--- src/rtl/arc4_pkg.sv ---
// Shared definitions for the ARC4 key search slice.
//   KEY_W      : width of an ARC4 key
//   ASCII_MIN  : lowest printable plaintext byte
//   ASCII_MAX  : highest printable plaintext byte
//   state_t    : key search controller states (the plaintext checker reuses
//                IDLE / RD_LEN / LEN / CHK for its own phase)
//   is_printable : byte range test used by the plaintext checker
package arc4_pkg;

   localparam int         KEY_W     = 24;
   localparam logic [7:0] ASCII_MIN = 8'h20;
   localparam logic [7:0] ASCII_MAX = 8'h7E;

   typedef enum logic [3:0] {
      IDLE,
      START,
      WAIT_LO,
      WAIT_HI,
      RD_LEN,
      LEN,
      CHK,
      NEXT,
      DONE
   } state_t;

   function automatic logic is_printable(input logic [7:0] b);
      return (b >= ASCII_MIN) && (b <= ASCII_MAX);
   endfunction

endpackage

--- src/rtl/pt_checker.sv ---
// Plaintext scanner: after a start pulse, reads the length byte at address 0,
// then checks bytes 1..L one per cycle against the printable ASCII range.
// Ends with a one-cycle done pulse; pass qualifies done.
//   clk, rst      : clock, synchronous active-high reset
//   start         : begin a scan (single cycle, only honoured while idle)
//   pt_rddata     : plaintext read data, one cycle after pt_addr
//   pt_sel        : high while the scanner owns the plaintext port
//   pt_addr       : plaintext read address
//   done, pass    : scan finished / all bytes printable (or L = 0)
//
// phase   | meaning
// --------+--------------------------------------------------------------
// IDLE    | waiting for start, port released
// RD_LEN  | presenting address 0
// LEN     | length byte on pt_rddata, presenting address 1
// CHK     | byte idx on pt_rddata, presenting address idx+1
module pt_checker
   import arc4_pkg::*;
(
   input  logic       clk,
   input  logic       rst,
   input  logic       start,
   input  logic [7:0] pt_rddata,
   output logic       pt_sel,
   output logic [7:0] pt_addr,
   output logic       done,
   output logic       pass
);

   state_t     phase_q, phase_d;
   logic [7:0] len_q, len_d;
   logic [7:0] idx_q, idx_d;
   logic       byte_ok;

   assign byte_ok = is_printable(pt_rddata);

   always_ff @(posedge clk) begin
      if (rst) begin
         phase_q <= IDLE;
         len_q   <= 8'd0;
         idx_q   <= 8'd0;
      end else begin
         phase_q <= phase_d;
         len_q   <= len_d;
         idx_q   <= idx_d;
      end
   end

   always_comb begin
      phase_d = phase_q;
      len_d   = len_q;
      idx_d   = idx_q;
      case (phase_q)
         IDLE: begin
            if (start) phase_d = RD_LEN;
         end
         RD_LEN: begin
            phase_d = LEN;
         end
         LEN: begin
            if (pt_rddata == 8'd0) begin
               phase_d = IDLE;
            end else begin
               len_d   = pt_rddata;
               idx_d   = 8'd1;
               phase_d = CHK;
            end
         end
         CHK: begin
            if (!byte_ok || (idx_q == len_q)) phase_d = IDLE;
            else                              idx_d   = idx_q + 8'd1;
         end
         default: phase_d = IDLE;
      endcase
   end

   always_comb begin
      pt_sel  = 1'b0;
      pt_addr = 8'd0;
      done    = 1'b0;
      pass    = 1'b0;
      case (phase_q)
         RD_LEN: begin
            pt_sel = 1'b1;
         end
         LEN: begin
            pt_sel  = 1'b1;
            pt_addr = 8'd1;
            // An empty message is trivially printable.
            if (pt_rddata == 8'd0) begin
               done = 1'b1;
               pass = 1'b1;
            end
         end
         CHK: begin
            pt_sel  = 1'b1;
            pt_addr = idx_q + 8'd1;
            if (!byte_ok) begin
               done = 1'b1;
            end else if (idx_q == len_q) begin
               done = 1'b1;
               pass = 1'b1;
            end
         end
         default: ;
      endcase
   end

endmodule

--- src/rtl/key_search.sv ---
// Brute-force ARC4 key search controller. Steps a key from KEY_FIRST by
// KEY_STEP, runs the arc4 decryptor for each key and hands the plaintext to
// pt_checker; stops at the first key whose plaintext is printable or when the
// key would pass 24'hFFFFFF.
//   clk, rst           : clock, synchronous active-high reset
//   en                 : start request, honoured only while rdy
//   rdy                : idle or done
//   key                : key presented to arc4
//   a4_en, a4_rdy      : arc4 start pulse / arc4 ready
//   pt_sel, pt_addr    : plaintext port ownership and address
//   pt_rddata          : plaintext read data (one-cycle latency)
//   key_valid          : a key was found (held in DONE)
//   found_key          : the key that was found
//
// state   | meaning
// --------+--------------------------------------------------------------
// IDLE    | after reset, waiting for en
// START   | a4_en pulse for the current key
// WAIT_LO | waiting for arc4 to drop a4_rdy
// WAIT_HI | waiting for arc4 to finish
// RD_LEN  | checker reading the length byte address
// LEN     | checker capturing the length
// CHK     | checker scanning plaintext bytes
// NEXT    | step key or give up on overflow
// DONE    | result held, waiting for en
module key_search
   import arc4_pkg::*;
#(
   parameter logic [KEY_W-1:0] KEY_FIRST = 24'h000000,
   parameter logic [KEY_W-1:0] KEY_STEP  = 24'h000001
) (
   input  logic             clk,
   input  logic             rst,
   input  logic             en,
   output logic             rdy,
   output logic [KEY_W-1:0] key,
   output logic             a4_en,
   input  logic             a4_rdy,
   output logic             pt_sel,
   output logic [7:0]       pt_addr,
   input  logic [7:0]       pt_rddata,
   output logic             key_valid,
   output logic [KEY_W-1:0] found_key
);

   state_t           state_q, state_d;
   logic [KEY_W-1:0] key_q;
   logic [KEY_W-1:0] found_key_q;
   logic             key_valid_q;
   logic [KEY_W:0]   key_sum;
   logic             chk_start;
   logic             chk_done;
   logic             chk_pass;

   // Carry bit of the 25-bit sum flags that the key space is exhausted.
   assign key_sum   = {1'b0, key_q} + {1'b0, KEY_STEP};
   assign chk_start = (state_q == WAIT_HI) && a4_rdy;

   // The checker leaves its idle phase on the same edge this FSM enters
   // RD_LEN, so RD_LEN/LEN/CHK here track the checker's phase cycle for cycle.
   pt_checker u_pt_checker (
      .clk       (clk),
      .rst       (rst),
      .start     (chk_start),
      .pt_rddata (pt_rddata),
      .pt_sel    (pt_sel),
      .pt_addr   (pt_addr),
      .done      (chk_done),
      .pass      (chk_pass)
   );

   always_ff @(posedge clk) begin
      if (rst) state_q <= IDLE;
      else     state_q <= state_d;
   end

   always_comb begin
      state_d = state_q;
      case (state_q)
         IDLE, DONE: begin
            if (en) state_d = START;
         end
         START: begin
            state_d = WAIT_LO;
         end
         WAIT_LO: begin
            if (!a4_rdy) state_d = WAIT_HI;
         end
         WAIT_HI: begin
            if (a4_rdy) state_d = RD_LEN;
         end
         RD_LEN: begin
            state_d = LEN;
         end
         LEN, CHK: begin
            if (chk_done) state_d = chk_pass ? DONE : NEXT;
            else          state_d = CHK;
         end
         NEXT: begin
            state_d = key_sum[KEY_W] ? DONE : START;
         end
         default: state_d = IDLE;
      endcase
   end

   always_comb begin
      rdy   = (state_q == IDLE) || (state_q == DONE);
      a4_en = (state_q == START);
   end

   always_ff @(posedge clk) begin
      if (rst) begin
         key_q       <= KEY_FIRST;
         key_valid_q <= 1'b0;
         found_key_q <= '0;
      end else begin
         case (state_q)
            IDLE, DONE: begin
               if (en) begin
                  key_q       <= KEY_FIRST;
                  key_valid_q <= 1'b0;
               end
            end
            LEN, CHK: begin
               if (chk_done && chk_pass) begin
                  key_valid_q <= 1'b1;
                  found_key_q <= key_q;
               end
            end
            NEXT: begin
               if (!key_sum[KEY_W]) key_q <= key_sum[KEY_W-1:0];
            end
            default: ;
         endcase
      end
   end

   assign key       = key_q;
   assign key_valid = key_valid_q;
   assign found_key = found_key_q;

endmodule

--- config.mk ---
export PLATFORM = sky130hd
export DESIGN_NAME = key_search
export DESIGN_NICKNAME = d
export VERILOG_FILES = /design/src/rtl/arc4_pkg.sv /design/src/rtl/pt_checker.sv /design/src/rtl/key_search.sv
export SDC_FILE = /design/constraint.sdc
export NUM_CORES = 1
export LEC_CHECK = 0
export BUFFER_PORTS_ARGS = -buffer_cell sky130_fd_sc_hd__buf_2
export CAP_MARGIN = 20
export CORE_MARGIN = 1
export CORE_UTILIZATION = 56
export CTS_BUF_LIST = sky130_fd_sc_hd__clkbuf_16
export DETAILED_ROUTE_END_ITERATION = 12
export PLACE_DENSITY = 0.8
export SYNTH_ARGS = -nofsm -noshare
export SYNTH_HDL_FRONTEND = slang
export SYNTH_SLANG_ARGS = --single-unit
--- constraint.sdc ---
create_clock -name clk -period 3.2 [get_ports clk]
set_clock_uncertainty 0.05 [all_clocks]
set_input_delay 0.32 -clock clk [delete_from_list [all_inputs] [get_ports clk]]
set_output_delay 0.32 -clock clk [all_outputs]
set_load 0.005 [all_outputs]
==> flow_metrics.tcl <==
set metrics [dict create \
    grt_pass1_wl_mm 12.7 \
    r2r_end "key[10]" \
    syn_area_per_cell_um2 8.71 \
    num_antenna_cells 0 \
    rr_startpoint "state_q[0]" \
    synth_mux_area_frac 0.0663 \
    grt_use_total 0.250 \
    cts_buffers 9 \
    fin_crit_sh 0.762 \
    grt_most_used_layer "met2" \
    grt_util_met3 0.0571 \
    vias_per_cell 5.74 \
    coreArea_um2 6100 \
    htreeDepth 3 \
    synth_fa_ha_area_frac 0.00967 \
    vdd_drop_max_v 0.000336 \
    dr.pass1.iters 4 \
    cts.clk_slew.worst_paths_ns 0.06 \
    wl_per_cell_um 14.6 \
    hold_path.class "input pin to flop" \
    grt_pass1_vias 2723 \
    netlist_area_um2 3620 \
    synth_top_flop_cell "dfxtp_1" \
    fmax_mhz 410 \
    worstSkewPairLatency_ns 0.34 \
    fin_ws_ns 0.761 \
    cts_sinks 72 \
    final_nets 489 \
    mostFrequentLayoutCell "dfxtp_1" \
    slew_headroom 0.514 \
    antenna_found_initial 0 \
    synth_xor_area_frac 0.0725 \
    synth_area_leaders "dfxtp_1 (40%), nand2_1 (7.4%), mux2i_1 (6.6%), xnor2_1 (4.1%), nor2_1 (3.6%)" \
    ys_warn_count 0 \
    grtUsageMet1 0.331 \
    gp_congestion 0.869 \
    synth_top_family_by_area "simple AND/OR/NAND/NOR gates" \
    via_count 3188 \
    required_ns 3.43 \
    rsz0062_at_grt "no" \
    final_cell_mix "dfxtp_1 (72), nand2_1 (71), buf_2 (71)" \
    drv_cap 0 \
    hp-start "pt_rddata[0]" \
    yosys.area.top_type "dfxtp_1" \
    synth-simple-area-share 0.266 \
    start_util 0.594 \
    worstMarginPinSlew_ns 0.729 \
    ys_seq_area_frac 0.398 \
    syn_nets 430 \
    power_density_nw_per_um2 505 \
    r2r_slack_ns 0.76 \
    wl_mm 8.10 \
    yosysTopAreaCellShare 0.398 \
    cts_buffer_depth 2 \
    cts_resized 0 \
    remaining_drc_errors 0 \
    power_leakage_uw 0.00168 \
    gr-total-overflow 0 \
    min_to "u_pt_checker.len_q[0]" \
    drt_iter0_markers 171 \
    synthCells 416 \
    cp-end-kind "flop" \
    crit_type "flop to flop" \
    n_fill_cell 491 \
    cts_root_buf "clkbuf_16" \
    async_reset_ff_frac 0 \
    crit_path_start_kind "flop" \
    grt_max_degree 54 \
    synth_edf_count 0 \
    r2r_cells 5 \
    layout-drive-gt1-share 0.217 \
    status "completed" \
    ctsHoldBuffers 0 \
    met2_usage 0.388 \
    fin_setup_tns_ns 0 \
    drtAntennaViolNets 0 \
    syn2layout_area_growth_pct 18.2 \
    synth-compound-area-share 0.140 \
    holdPathStages 3 \
    pre_cts_ws_ns 0.777 \
    cts_tree "built" \
    drv_slew 0 \
    die_w_um 82.4 \
    pin_count 72 \
    crit_arrival_ns 2.67 \
    rows 28 \
    dp_hpwl_mm 5.47 \
    fin_crit_ns 2.44 \
    ys_ff_latch 72 \
    post_cts_buffers 0 \
    die_y_um 82.4 \
    cp_max_fo 18 \
    finalSetupViolCount 0 \
    die_area_um2 6800 \
    portBuffers 71 \
    final_hold_viol_count 0 \
    ys_types 63 \
]
[worst max-delay path by stage]
| stage | start | end | slack [ns] | depth (start not counted) |
|---|---|---|---|---|
| 3_3_place_gp | state_q[0] | key[12] | 0.88 | 5 |
| 4_1_cts | state_q[0] | key[12] | 0.77 | 5 |
| 3_5_place_dp | state_q[0] | key[12] | 0.78 | 5 |
| 2_1_floorplan | key[0] | key[5] | 1.25 | 8 |
| 5_1_grt | state_q[0] | key[12] | 0.61 | 5 |
| 6_report | state_q[0] | key[10] | 0.76 | 5 |
[through the flow]
stage | hold WS [ns] | instance area (um2) | instances | util | total power, uW
floorplan | 0.398 | 3620 | 416 | - | 1010
global placement | 0.389 | 3950 | 539 | 0.648 | 1040
detailed placement | 0.394 | 3950 | 539 | 0.648 | 1040
CTS | 0.199 | 4280 | 555 | 0.703 | 2170
global route | 0.224 | 4280 | 555 | 0.703 | 2220
finish | 0.197 | 4280 | 555 | 0.703 | 2160
[flip-flops by register name, summed over array words and instances, names as in the netlist]
register	count
found_key	24
key	24
u_pt_checker.idx_q	8
u_pt_checker.len_q	8
state_q	4
u_pt_checker.phase_q	3
key_valid	1
[kinds of logic (layout without fill, tap and decap cells)]
| family | after synthesis | count (layout) |
|---|---|---|
| AND/OR/NAND/NOR | 185 | 185 |
| flip-flops | 72 | 72 |
| AO/OA/AOI/OAI | 70 | 70 |
| buffers and inverters | 32 | 96 |
| XOR/XNOR | 30 | 30 |
| multiplexers | 24 | 24 |
| adder cells (fa/ha/maj) | 3 | 3 |
[routing by layer]
layer | up-vias | share of wire
li1 | 1601 | -
met1 | 1489 | 0.49
met2 | 89 | 0.44
met3 | 9 | 0.056
met4 | 0 | 0.013
met5 | - | 0
[cells in the mapped netlist (7+ instances only)]
cell type	count
a22o_1	9
mux2i_1	24
clkbuf_1	18
a21oi_1	18
dfxtp_1	72
nor2_1	35
o21ai_0	7
xnor2_1	17
xor2_1	13
nand3_1	17
nor4_1	7
nand2_1	71
[critical path, stage by stage (launching register included)]
cell,delay (ns)
dfxtp_1,0.60
and4b_1,0.42
and4bb_1,0.72
a211oi_2,0.25
a31oi_1,0.23
a41o_1,0.12
[area by class of cell]
cell class              count  area [um2]  share of cell area
clock inverters             7         111              0.0260
inverters                   5        18.8             0.00438
multi-input cells         312        2010               0.469
repair buffers             75         385              0.0900
flip-flops and latches     72        1440               0.336
clock buffers               9         225              0.0526
well taps                  75        93.8              0.0219
[report_power, final]
| group | switching, uW | internal (uW) |
|---|---|---|
| logic | 65.3 | 42.2 |
| clock network | 381 | 755 |
| registers | 16.5 | 902 |
| total | 463 | 1700 |
Note: power is estimated with default switching activity, not from simulation.
